<file path="config.mk">
export PLATFORM = sky130hd
export DESIGN_NAME = font_rom_arbiter_flat
export DESIGN_NICKNAME = d
export VERILOG_FILES = /design/src/rtl/font_rom_arbiter_if.sv /design/src/rtl/font_rom_arbiter.sv /design/src/flat_wrapper.sv
export SDC_FILE = /design/constraint.sdc
export NUM_CORES = 1
export LEC_CHECK = 0
export CORE_UTILIZATION = 50
export CTS_BUF_LIST = sky130_fd_sc_hd__clkbuf_4
export CTS_CLUSTER_DIAMETER = 80
export DETAILED_ROUTE_END_ITERATION = 10
export DONT_BUFFER_PORTS = 1
export GPL_ROUTABILITY_DRIVEN = 0
export SLEW_MARGIN = 20
export SYNTH_ARGS = -nofsm -noshare
export SYNTH_HDL_FRONTEND = slang
export SYNTH_SLANG_ARGS = --single-unit
</file>
<file path="constraint.sdc">
create_clock -name clk -period 2.1 [get_ports clk]
set_input_delay 0 -clock clk [delete_from_list [all_inputs] [get_ports clk]]
set_output_delay 0 -clock clk [all_outputs]
set_load 0.02 [all_outputs]
</file>
<file path="src/rtl/font_rom_arbiter_if.sv">
// Requester / font ROM bundle for font_rom_arbiter.
// master = requesters plus ROM, slave = arbiter.
interface font_rom_arbiter_if #(
    parameter int ADDR_W = 11,
    parameter int DATA_W = 8
);
    logic [2:0]        req;
    logic [ADDR_W-1:0] addr0;
    logic [ADDR_W-1:0] addr1;
    logic [ADDR_W-1:0] addr2;
    logic [2:0]        gnt;
    logic [ADDR_W-1:0] rom_addr;
    logic              rom_en;
    logic [DATA_W-1:0] rom_data;
    logic [DATA_W-1:0] rdata;
    logic [2:0]        rvalid;

    modport master (
        output req,
        output addr0,
        output addr1,
        output addr2,
        output rom_data,
        input  gnt,
        input  rom_addr,
        input  rom_en,
        input  rdata,
        input  rvalid
    );

    modport slave (
        input  req,
        input  addr0,
        input  addr1,
        input  addr2,
        input  rom_data,
        output gnt,
        output rom_addr,
        output rom_en,
        output rdata,
        output rvalid
    );
endinterface

</file>
<file path="src/rtl/font_rom_arbiter.sv">
// Shares one synchronous font ROM among hour/date/timer overlays.
// Round-robin by default; FONT_ARB_FIXED_PRIO_EN selects fixed priority.
module font_rom_arbiter #(
    parameter int ADDR_W = 11,
    parameter int DATA_W = 8
) (
    input logic              clk,
    input logic              reset,
    font_rom_arbiter_if.slave bus
);

    logic [2:0]        w_gnt;
    logic [ADDR_W-1:0] w_rom_addr;
    logic [2:0]        r_tag1;
    logic [2:0]        r_rvalid;
    logic [DATA_W-1:0] r_rdata;

`ifdef FONT_ARB_FIXED_PRIO_EN

    always_comb begin
        w_gnt = '0;
        if (bus.req[0])
            w_gnt = 3'b001;
        else if (bus.req[1])
            w_gnt = 3'b010;
        else if (bus.req[2])
            w_gnt = 3'b100;
    end

`else

    logic [1:0] r_last;
    logic [1:0] w_last_nxt;

    // Search starts after the last winner; a stray 3 behaves as 2.
    always_comb begin
        w_gnt = '0;
        case (r_last)
            2'd0: begin
                if (bus.req[1])
                    w_gnt = 3'b010;
                else if (bus.req[2])
                    w_gnt = 3'b100;
                else if (bus.req[0])
                    w_gnt = 3'b001;
            end
            2'd1: begin
                if (bus.req[2])
                    w_gnt = 3'b100;
                else if (bus.req[0])
                    w_gnt = 3'b001;
                else if (bus.req[1])
                    w_gnt = 3'b010;
            end
            default: begin
                if (bus.req[0])
                    w_gnt = 3'b001;
                else if (bus.req[1])
                    w_gnt = 3'b010;
                else if (bus.req[2])
                    w_gnt = 3'b100;
            end
        endcase
    end

    always_comb begin
        w_last_nxt = r_last;
        unique case (1'b1)
            w_gnt[0]: w_last_nxt = 2'd0;
            w_gnt[1]: w_last_nxt = 2'd1;
            w_gnt[2]: w_last_nxt = 2'd2;
            default:  w_last_nxt = r_last;
        endcase
    end

    always_ff @(posedge clk or posedge reset) begin
        if (reset)
            r_last <= 2'd2;
        else
            r_last <= w_last_nxt;
    end

`endif

    always_comb begin
        w_rom_addr = '0;
        unique case (1'b1)
            w_gnt[0]: w_rom_addr = bus.addr0;
            w_gnt[1]: w_rom_addr = bus.addr1;
            w_gnt[2]: w_rom_addr = bus.addr2;
            default:  w_rom_addr = '0;
        endcase
    end

    // Tag travels alongside the ROM access; rdata holds between responses.
    always_ff @(posedge clk or posedge reset) begin
        if (reset) begin
            r_tag1   <= '0;
            r_rvalid <= '0;
            r_rdata  <= '0;
        end else begin
            r_tag1   <= w_gnt;
            r_rvalid <= r_tag1;
            if (|r_tag1)
                r_rdata <= bus.rom_data;
        end
    end

    assign bus.gnt      = w_gnt;
    assign bus.rom_en   = |w_gnt;
    assign bus.rom_addr = w_rom_addr;
    assign bus.rdata    = r_rdata;
    assign bus.rvalid   = r_rvalid;

endmodule

</file>
<file path="src/flat_wrapper.sv">
// flat-port wrapper written by rule: the top's interface ports become plain ports
module font_rom_arbiter_flat 
#(
    parameter int ADDR_W = 11,
    parameter int DATA_W = 8
)
  (clk, reset, bus_req, bus_addr0, bus_addr1, bus_addr2, bus_rom_data, bus_gnt, bus_rom_addr, bus_rom_en, bus_rdata, bus_rvalid);
  font_rom_arbiter_if #(.ADDR_W(ADDR_W), .DATA_W(DATA_W)) bus_i ();
  input logic clk;
  input logic reset;
  input wire logic [$bits(bus_i.req)-1:0] bus_req;
  input wire logic [$bits(bus_i.addr0)-1:0] bus_addr0;
  input wire logic [$bits(bus_i.addr1)-1:0] bus_addr1;
  input wire logic [$bits(bus_i.addr2)-1:0] bus_addr2;
  input wire logic [$bits(bus_i.rom_data)-1:0] bus_rom_data;
  output wire logic [$bits(bus_i.gnt)-1:0] bus_gnt;
  output wire logic [$bits(bus_i.rom_addr)-1:0] bus_rom_addr;
  output wire logic [$bits(bus_i.rom_en)-1:0] bus_rom_en;
  output wire logic [$bits(bus_i.rdata)-1:0] bus_rdata;
  output wire logic [$bits(bus_i.rvalid)-1:0] bus_rvalid;
  assign bus_i.req = bus_req;
  assign bus_i.addr0 = bus_addr0;
  assign bus_i.addr1 = bus_addr1;
  assign bus_i.addr2 = bus_addr2;
  assign bus_i.rom_data = bus_rom_data;
  assign bus_gnt = bus_i.gnt;
  assign bus_rom_addr = bus_i.rom_addr;
  assign bus_rom_en = bus_i.rom_en;
  assign bus_rdata = bus_i.rdata;
  assign bus_rvalid = bus_i.rvalid;
  font_rom_arbiter #(.ADDR_W(ADDR_W), .DATA_W(DATA_W)) u_core (.clk(clk), .reset(reset), .bus(bus_i));
endmodule
</file>
-- Word-level counts from Yosys, hierarchy flattened
Index checks and enable logic that the tools add are counted.
- logic and storage cells: 21
- input port bits: 46
- output and inout port bits: 26
- register bits: 16
- muxes and demuxes: 12
- reductions and logical operators: 4
- equal/unequal tests: 1
- operator list (kind ; count):
    11-bit one-hot mux with 3 select lines ; 1
    3-bit 2-to-1 mux ; 7
    2-bit one-hot mux with 3 select lines ; 1
    3-bit one-hot mux with 2 select lines ; 1
    3-bit OR reduction ; 2
    3-bit nonzero test ; 1
    2-bit by 1-bit == test with 1-bit output (second input constant) ; 1
    2-bit zero test ; 1
    2-bit 2-to-1 mux ; 1
    1-bit 2-to-1 mux ; 1

-- Longest topological paths before layout
- word-level depth: 5
- depth in mapped cells: 5
- depth with buffers taken out: 4

-- Least setup slack after synthesis
No wires, ideal clock.
- path kind: register to output
- start: reg u_core.r_last[1]
- end: out bus_rom_addr[0]
- stages on the path, launching flop included: 6
- buffers on the path: 1
- required time: 2100 ps
- path slack: 718 ps
- data arrival time: 1382 ps
- cell sequence: dfstp_2 -> inv_1 -> a21oi_1 -> o21a_1 -> buf_2 -> a221o_1
- cells in the longest elaborated chain, start to end: 3
- elaborated cells between the ends (all ways): 4
- those cells by class: 1 x eq/ne; 2 x mux; 1 x reduce/logical
- ends and longest elaborated chain (element ; line ; text):
    start: declaration ; font_rom_arbiter.sv:32 ; logic [1:0] r_last;
    start signal: assignment ; font_rom_arbiter.sv:80 ; r_last <= w_last_nxt;
    2-bit by 1-bit == test with 1-bit output or 2-bit zero test (tied branches) ; font_rom_arbiter.sv:38 ; case (r_last)
    3-bit one-hot mux with 2 select lines (*) ; font_rom_arbiter.sv:38 ;
    net bus_gnt[1] ; flat_wrapper.sv:16 ; output wire logic [$bits(bus_i.gnt)-1:0] bus_gnt;
    11-bit one-hot mux with 3 select lines (*) ; font_rom_arbiter.sv:87 ; unique case (1'b1)
    end: declaration ; flat_wrapper.sv:17 ; output wire logic [$bits(bus_i.rom_addr)-1:0] bus_rom_addr;
Mark *: on every way through the listed nets, which the timed path passes. The rest lies on a longest branch.

-- Worst setup path after layout
- start: reg u_core.r_last[0]
- end: out bus_rom_addr[1]
- cells in the longest elaborated chain, start to end: 3
- elaborated cells between the ends (all ways): 4
- those cells by class: 1 x eq/ne; 2 x mux; 1 x reduce/logical
- ends and longest elaborated chain (element ; line):
    2-bit by 1-bit == test with 1-bit output or 2-bit zero test (tied branches) ; font_rom_arbiter.sv:38
    3-bit one-hot mux with 2 select lines (*) ; font_rom_arbiter.sv:38
    11-bit one-hot mux with 3 select lines (*) ; font_rom_arbiter.sv:87
Every way passes the cells marked *; elsewhere a longest branch is shown, timed or not.

==> impl_metrics.json <==
{
  "status": "finished, violations left",
  "violations": "DRC",
  "critical_path_class": "flip-flop to output pin",
  "clockBufferDepth": 2,
  "ioPinCount": 72,
  "drtIter0Drc": 2,
  "register_area_um2": 402,
  "yosys-top-cells-count": "15 x dfrtp_1, 11 x a221o_1, 10 x and2_1",
  "htreeDepth": 1,
  "antenna_found_initial": 0,
  "hp-start": "bus_req[1]",
  "track_usage_pct": 20.6,
  "worstPathCellList": "and2b_1, o22a_1, nor2_2, a221o_1",
  "rows": 14,
  "synth.most_common_cell": "dfrtp_1",
  "clock-root-buffer": "clkbuf_4",
  "synthCells": 67,
  "drive_gt1_share_pct": 20.2,
  "synth_area_leader_cell": "dfrtp_1",
  "fin_skew_ns": 0.00264,
  "port_buffers": 0,
  "cts.sinks": 16,
  "grt_pass1_vias": 646,
  "start_kind": "flip-flop",
  "synthFlopType": "dfrtp_1",
  "vias": 629,
  "finalCriticalPeriod_ns": 1.87,
  "clkTransAtPathRegs_ns": 0.08,
  "cts.hold.buffers_added": 14,
  "yosysWarnings": 0,
  "finalWirelength_um": 1830,
  "worst_pin_slew_ns": 0.601,
  "utilization_pct": 65.4,
  "fill_cells": 118,
  "vdd_drop_max_mv": 0.462,
  "cts.repair.resized": 0,
  "fin_nets": 131,
  "drtAntennaViolNets": 0,
  "hold_class": "input pin to flip-flop",
  "crit_path_end_kind": "output pin",
  "timing.final.ws_setup_ns": 0.226,
  "final_hold_viol_count": 0,
  "powerDensity_nw_per_um2": 836,
  "synth-edff-count": 0,
  "worstPathMaxFanout": 14,
  "wire_per_inst_um": 18.3,
  "final_cell_area_um2": 985,
  "placed_cell_area_um2": 818,
  "syn_area_per_cell_um2": 12.0,
  "syn_area_um2": 805,
  "slew_viol_final": 0,
  "start_util_pct": 53.4,
  "cp_slowest_stage_delay_ns": 0.41,
  "fmax_ghz": 0.534,
  "cp_data_required_time_ns": 2.10,
  "dr.pass1.iters": 6,
  "grt_start_max_net_pins": 17,
  "finalNonFillerCells": 100,
  "ys_ff_latch": 16,
  "dieHeight_um": 42.1,
  "area_delta_synth_final_pct": 22.4,
  "cp.arrival_ns": 1.87,
  "n_antenna_cell": 0,
  "crit_slowest_cell": "nor2_2",
  "vias_per_cell": 6.29,
  "cts_tree": "yes",
  "post_cts_buffers": 0,
  "yosysUniqueCellTypes": 24,
  "clk_latency_ns": 0.28,
  "die_width_um": 42.1,
  "multi_input_comb_area_um2": 363,
  "period_share_pct": 89.2,
  "synth_top_area_share_pct": 46.7,
  "synthTopCellsByArea": "dfrtp_1 47%, a221o_1 14%, mux2_2 11%",
  "seq_area_frac_synth_pct": 49.9,
  "finalSetupViolCount": 0,
  "synth_nets": 113,
  "rsz0062_at_grt": "no",
  "grt_pass1_wl_um": 2740,
  "timing.slew.headroom_pct": 59.7,
  "cts_buffers": 3,
  "timing.rr.start": "u_core.r_last[0]$_DFFE_PP0P_",
  "dieArea_um2": 1770,
  "max_cap_violations": 0,
  "core-area_um2": 1510,
  "overflow": 0,
  "synth-async-reset-ratio_pct": 100,
  "tns_ns": 0,
  "dp_cells": 82,
  "drc": 2,
  "setup.worst_path.start": "u_core.r_last[0]$_DFFE_PP0P_",
  "p_leak_nw": 0.424,
  "dpl_worst_slack_ns": 0.565,
  "dp_hpwl_um": 1160
}
## critical path: cells and delay by family, from the launching register on
family	cells	cell delay, ns
AOI/OAI and AO/OA	2	0.58
DFF	1	0.38
and+or+nand+nor	2	0.63
## cells by family after synthesis
group,Yosys count,synth area share (%)
compound gates,18,19.9
simple gates,18,14.0
flops,16,49.9
mux,8,11.2
buf+inv,7,4.98
## worst paths after layout
check	endpoint	slack [ns]	cells past startpoint
hold / removal	u_core.r_last[1]$_DFFE_PP1P_	0.03	2
setup / recovery	bus_rom_addr[1]	0.23	4
hold reg to reg	u_core.bus.rvalid[1]$_DFF_PP0_	0.41	0
min in group asynchronous	u_core.r_tag1[2]$_DFF_PP0_	0.22	2
max in group asynchronous	u_core.bus.rdata[4]$_DFFE_PP0P_	1.50	2
setup reg to reg	u_core.r_last[1]$_DFFE_PP1P_	0.62	4
## routing by layer
layer / wire (um) / up-vias / part of all wire (%) / track usage (%)
met1: 604 / 288 / 33 / 19.8
met4: 40 / 0 / 2.2 / 13.1
met2: 1010 / 53 / 55 / 39.7
met3: 175 / 4 / 9.6 / 3.45
li1: - / 284 / - / -
met5: 0 / - / 0 / 0
## placed cells by master (no fill, tap or decap), types with 3 or more instances in the layout
cell	Yosys	layout
dfrtp_1	15	15
mux2_2	8	8
dlygate4sd3_1	0	14
clkbuf_4	0	3
and2_1	10	10
buf_4	1	3
a221o_1	11	11
inv_1	3	3
## report_power, final
part / total [mW] / switching, mW / internal, mW
registers: 0.426 / 0.0715 / 0.355
clock network: 0.160 / 0.0909 / 0.0690
logic: 0.238 / 0.131 / 0.107
## metrics by stage
stage          total power, mW  hold WS, ns
3_5_place_dp             0.640      -0.0143
6_report                 0.824       0.0333
4_1_cts                  0.829      0.00336
2_1_floorplan            0.613      -0.0870
5_1_grt                  0.864       0.0428
3_3_place_gp             0.636      -0.0200
## registers in the layout (all words and copies together) (netlist names)
name               cells
u_core.bus.rvalid      3
u_core.bus.rdata       8
u_core.r_tag1          3
u_core.r_last          2
## final cells by class
cell class                 instances  share of cell area [%]
clock inverter                     1                   0.381
tap                               16                    2.03
sequential                        16                    40.8
inverter                           3                    1.14
timing repair buffer              17                    16.5
multi-input combinational         44                    36.8
clock buffer                       3                    2.29
(Power assumes the default switching activity.)
